**src/rtl/fpu_issue.sv**
```systemverilog
// fpu_issue: core-side initiator for the FPU order/accepted/done protocol.
// Optional FPU_ISSUE_TIMEOUT_EN adds an order-to-done watchdog with sticky err.

package fpu_pkg;
  localparam int LEN_FUNC3 = 3;
  localparam int LEN_FUNC7 = 7;
  localparam int LEN_WORD  = 32;
  localparam logic [LEN_FUNC7-1:0] FUNC7_FCOMP = 7'b1010000;
  localparam logic [LEN_FUNC7-1:0] FUNC7_FTOI  = 7'b1100000;
  localparam logic [LEN_FUNC7-1:0] FUNC7_FMVI  = 7'b1110000;
endpackage

module fpu_issue
  import fpu_pkg::*;
#(
  parameter int TIMEOUT = 255
) (
  input  logic                 clk,
  input  logic                 rstn,
  input  logic                 req_valid,
  output logic                 req_ready,
  input  logic [LEN_FUNC3-1:0] req_func3,
  input  logic [LEN_FUNC7-1:0] req_func7,
  input  logic [LEN_WORD-1:0]  req_rs1,
  input  logic [LEN_WORD-1:0]  req_rs2,
  input  logic [4:0]           req_rd_addr,
  output logic                 order,
  output logic [LEN_FUNC3-1:0] func3,
  output logic [LEN_FUNC7-1:0] func7,
  output logic [LEN_WORD-1:0]  rs1,
  output logic [LEN_WORD-1:0]  rs2,
  input  logic                 accepted,
  input  logic                 done,
  input  logic [LEN_WORD-1:0]  rd,
  output logic                 wb_valid,
  input  logic                 wb_ready,
  output logic [LEN_WORD-1:0]  wb_data,
  output logic [4:0]           wb_addr,
  output logic                 wb_to_int,
  output logic                 busy,
  output logic                 err
);

  typedef enum logic [1:0] {
    IDLE  = 2'd0,
    ISSUE = 2'd1,
    WAIT  = 2'd2,
    WB    = 2'd3
  } state_t;

  state_t state;
  state_t nxt;

  logic take;
  logic inflight;
  logic capture;
  logic to_int_d;
  logic tmo;

  assign take     = (state == IDLE) && req_valid;
  assign inflight = (state == ISSUE) || (state == WAIT);
  assign capture  = inflight && done;

`ifdef FPU_ISSUE_TIMEOUT_EN
  localparam int CW = $clog2(TIMEOUT + 1);

  logic [CW-1:0] cnt;

  assign tmo = inflight && !done
            && (cnt == CW'(TIMEOUT - 1));

  // Watchdog: cleared on issue, counts every ISSUE/WAIT cycle
  always_ff @(posedge clk or negedge rstn) begin
    if (!rstn) begin
      cnt <= '0;
    end else if (take) begin
      cnt <= '0;
    end else if (inflight) begin
      cnt <= cnt + 1'b1;
    end
  end

  // Sticky error once the FPU fails to finish in time
  always_ff @(posedge clk or negedge rstn) begin
    if (!rstn) begin
      err <= 1'b0;
    end else if (tmo) begin
      err <= 1'b1;
    end
  end
`else
  logic unused_timeout;

  assign unused_timeout = ^TIMEOUT;
  assign tmo = 1'b0;
  assign err = 1'b0;
`endif

  // Results headed for the integer register file
  always_comb begin
    to_int_d = 1'b0;
    unique case (1'b1)
      req_func7 == FUNC7_FCOMP: to_int_d = 1'b1;
      req_func7 == FUNC7_FTOI:  to_int_d = 1'b1;
      req_func7 == FUNC7_FMVI:  to_int_d = 1'b1;
      default:                  to_int_d = 1'b0;
    endcase
  end

  // State register
  always_ff @(posedge clk or negedge rstn) begin
    if (!rstn) begin
      state <= IDLE;
    end else begin
      state <= nxt;
    end
  end

  // Next state; done wins over accepted and over expiry
  always_comb begin
    nxt = state;
    unique case (state)
      IDLE:  if (req_valid) nxt = ISSUE;
      ISSUE: begin
        if (done) nxt = WB;
        else if (tmo) nxt = IDLE;
        else if (accepted) nxt = WAIT;
      end
      WAIT: begin
        if (done) nxt = WB;
        else if (tmo) nxt = IDLE;
      end
      WB:    if (wb_ready) nxt = IDLE;
      default: nxt = IDLE;
    endcase
  end

  // Handshake outputs decoded from state
  always_comb begin
    req_ready = (state == IDLE);
    order     = (state == ISSUE);
    wb_valid  = (state == WB);
    busy      = (state != IDLE);
  end

  // Operand latch; only moves on IDLE->ISSUE
  always_ff @(posedge clk or negedge rstn) begin
    if (!rstn) begin
      func3     <= '0;
      func7     <= '0;
      rs1       <= '0;
      rs2       <= '0;
      wb_addr   <= '0;
      wb_to_int <= 1'b0;
    end else if (take) begin
      func3     <= req_func3;
      func7     <= req_func7;
      rs1       <= req_rs1;
      rs2       <= req_rs2;
      wb_addr   <= req_rd_addr;
      wb_to_int <= to_int_d;
    end
  end

  // Result capture while an op is in flight
  always_ff @(posedge clk or negedge rstn) begin
    if (!rstn) begin
      wb_data <= '0;
    end else if (capture) begin
      wb_data <= rd;
    end
  end

endmodule

```
**config.mk**
```make
export PLATFORM = sky130hd
export DESIGN_NAME = fpu_issue
export DESIGN_NICKNAME = d
export VERILOG_FILES = /design/src/rtl/fpu_issue.sv
export SDC_FILE = /design/constraint.sdc
export NUM_CORES = 1
export LEC_CHECK = 0
export ABC_AREA = 1
export CAP_MARGIN = 20
export CORE_MARGIN = 2
export CORE_UTILIZATION = 43
export CTS_CLUSTER_SIZE = 12
export DETAILED_ROUTE_END_ITERATION = 12
export GPL_TIMING_DRIVEN = 1
export PLACE_DENSITY = 0.86
export SLEW_MARGIN = 0
export SYNTH_ARGS = -nofsm -noshare
export SYNTH_HDL_FRONTEND = slang
export SYNTH_SLANG_ARGS = --single-unit
```
**constraint.sdc**
```tcl
create_clock -name clk -period 2.4 [get_ports clk]
set_input_delay 0.48 -clock clk [delete_from_list [all_inputs] [get_ports clk]]
set_output_delay 0.48 -clock clk [all_outputs]
set_load 0.005 [all_outputs]
```
==> metrics, run 1 <==
register area=2850 um2; Worst R2R Path Depth=4; Sum Neg Setup Slack=0 ps; RSZ-0062 raised after global routing=no; drt via density=between 4 and 5; critical path's slowest cell=clkdlybuf4s50_1; Die X-Extent=107 um; commonest non-fill, non-tap cell in the layout=nand2_1; Syn Nets=564; port bufs=232; Starting Density=between 40 and 50%; Final Hold Fails=0; Min-Delay Path Depth=2; worst-skew pair later-pin latency=510 ps; Synth-to-Final Area Change=66.3%; PwrDens=1360 nW/um2; critical path class=register to primary output; Worst-path clk slew=60 ps; Max-slew headroom=between 60% and 70%; Clock Path Buffers=2; Tcrit/Tclk final=between 90% and 100%; # rows=37; highest-count cells in the layout ignoring fill and taps=243 x nand2_1, 231 x clkdlybuf4s50_1, 114 x dfrtp_1; post-route worst setup slack=116 ps; Routed WL=13.0 mm; CP Cell Sequence=inv_1 -> ha_2 -> inv_1 -> clkdlybuf4s50_1; FMAX=438 MHz; endpoints failing setup=0; Layout fillers=722; Die H=between 100 and 150 um; core area=10300 um2; NumNets Final=803; TritonCTS clock tree=yes; area occupied by multi-input gates=between 1500 and 2000 um2; Max stage delay on crit path=460 ps; clock sink total=roughly 110; Worst Max-Slew Pin Slew=a little under 600 ps; min Tclk post-route=approximately 2300 ps; Worst R2R Setup Slack=590 ps; Diodes inserted=0; max-cap violations=0; Worst Hold Path EP=rs1[10]; reg-to-reg startpoint=state[0]; Via Count=3885; wire length per cell=15.6 um; io pins=234; DRT iter0 DRCs=218; Global Route Usage Sum=23.4%; cell area after synthesis=4580 um2; Root Buffer=clkbuf_8; CP Data Arrival Time=between 1500 and 2000 ps; hpwl dp=about 9 mm; synthesized area per cell=10.3 um2; CP required=about 1900 ps; worst vdd ir=765 uV; GRT overflow=0; first-pass GRT wire length=approximately 21 mm; routability cong.=0.746; Max Slew Vio Count=0; initial antenna violation count=0; FF-to-FF End=wb_data[31]; Critical Path Start Type=register; CP Capture Type=primary output; critical hold path startpoint=rs1[10]; Syn Inst Count=443; CTS buffer count=17; most frequent CP cell=inv_1; CP Max Fanout=4; outcome=completed; Max H-tree Level=4; number of global-route vias before repair=around 4.1k; die area=about 11000 um2; share of cells above drive strength 1=a little over a tenth; Leak=3.73 nW; Yosys warnings=0; maximum number of pins on one net before global-route repair=60; Worst Hold Class=register to register; dpl ws=408 ps; post-synth cell types=17; # DRC=0; Setup Skew=6.99 ps; drt first pass iters=4; register area share after synthesis=between 60% and 70%; #FFs+latches synth=114; Post-DRT Antenna Nets=0
-- synthesized netlist by cell type --
| master | count | area share, % |
|---|---|---|
| o21ai_0 | 3 | 0.33 |
| mux2_2 | 2 | 0.49 |
| buf_2 | 9 | 0.98 |
| buf_12 | 3 | 1.3 |
| dfrtp_1 | 114 | 62 |
| ha_1 | 4 | 1.1 |
| clkbuf_1 | 3 | 0.25 |
| nand2_1 | 244 | 20 |
| inv_1 | 12 | 0.98 |
| buf_4 | 6 | 0.98 |
| nand3_1 | 4 | 0.44 |
| nor2_1 | 5 | 0.41 |
| nand2_4 | 1 | 0.25 |
| nand4_1 | 1 | 0.14 |
| inv_2 | 1 | 0.082 |
| conb_1 | 1 | 0.082 |
| mux2_4 | 30 | 9.8 |
-- metrics by stage --
step           instances  total power, mW  cell area, um2  hold slack [ps]  util (%)
2_1_floorplan        443             5.26            4580              184         -
3_3_place_gp         796             7.49            6970              448      67.5
3_5_place_dp         796             7.68            6970              460      67.5
4_1_cts              830             10.4            7610              468      73.7
5_1_grt              830             10.9            7610              489      73.7
6_report             830             10.3            7610              474      73.7
-- area by class of cell --
class	instances	share of cell area, %
clock inverter	9	2.02
multi-input combinational	295	20.0
sequential	114	37.5
timing repair buffer	241	31.6
clock buffer	22	6.08
inverter	13	0.641
tap	136	2.24
-- kinds of logic (layout without fill, tap and decap cells) --
group / after synthesis / in the layout / share of synthesized area (%)
DFF: 114 / 114 / 62.3
buffers and inverters: 34 / 285 / 4.59
and+or+nand+nor: 255 / 255 / 21.2
AOI/OAI and AO/OA: 3 / 3 / 0.328
other: 1 / 1 / 0.0819
muxes: 32 / 32 / 10.3
adders and majority gates: 4 / 4 / 1.09
-- critical path, delay by kind of cell (launching register included) --
family | cells | cell delay, ps
adders and majority gates | 1 | 240
DFF | 1 | 390
buffers and inverters | 3 | 660
-- metal layers --
layer,part of all wire [%],vias up,track usage (%),wire (um)
met2,52,169,40.7,6690
met1,39,1853,26.6,5070
met3,7.0,29,7.84,912
met5,0,-,0,0
met4,2.1,0,8.81,274
li1,-,1834,-,-
-- sequential cells by signal, summed over array words and instances, names as in the netlist --
| name | count |
|---|---|
| func3 | 3 |
| func7 | 7 |
| rs1 | 32 |
| rs2 | 32 |
| state | 2 |
| wb_addr | 5 |
| wb_data | 32 |
| wb_to_int | 1 |
-- report_power, final --
group / switching [mW] / internal [mW] / leakage (nW) / total, mW
registers: 0.537 / 2.86 / 1.40 / 3.40
clock network: 0.834 / 1.76 / 0.297 / 2.59
logic: 1.66 / 2.67 / 2.04 / 4.33
-- worst max-delay path by stage --
stage,startpoint,to
6_report,state[0],busy
5_1_grt,state[0],busy
4_1_cts,state[0],busy
3_5_place_dp,done,wb_data[31]
3_3_place_gp,done,wb_data[31]
2_1_floorplan,state[0],wb_data[10]
-- what timing repair did --
item / in CTS / in global routing
hold buffers: 1 / 0
endpoints found under the hold margin: 32 / 0
setup buffers: 2 / 0
endpoints found under the setup margin: 2 / 1
gates resized for setup: 0 / 1
Note: power is estimated with default switching activity, not from simulation.
==> run 2: changes to the inputs <==
Settings changed: SLEW_MARGIN 0 to 20.
==> results of run 2 <==
Same layout as run 1: the final DEF is identical, and so are final timing and power.
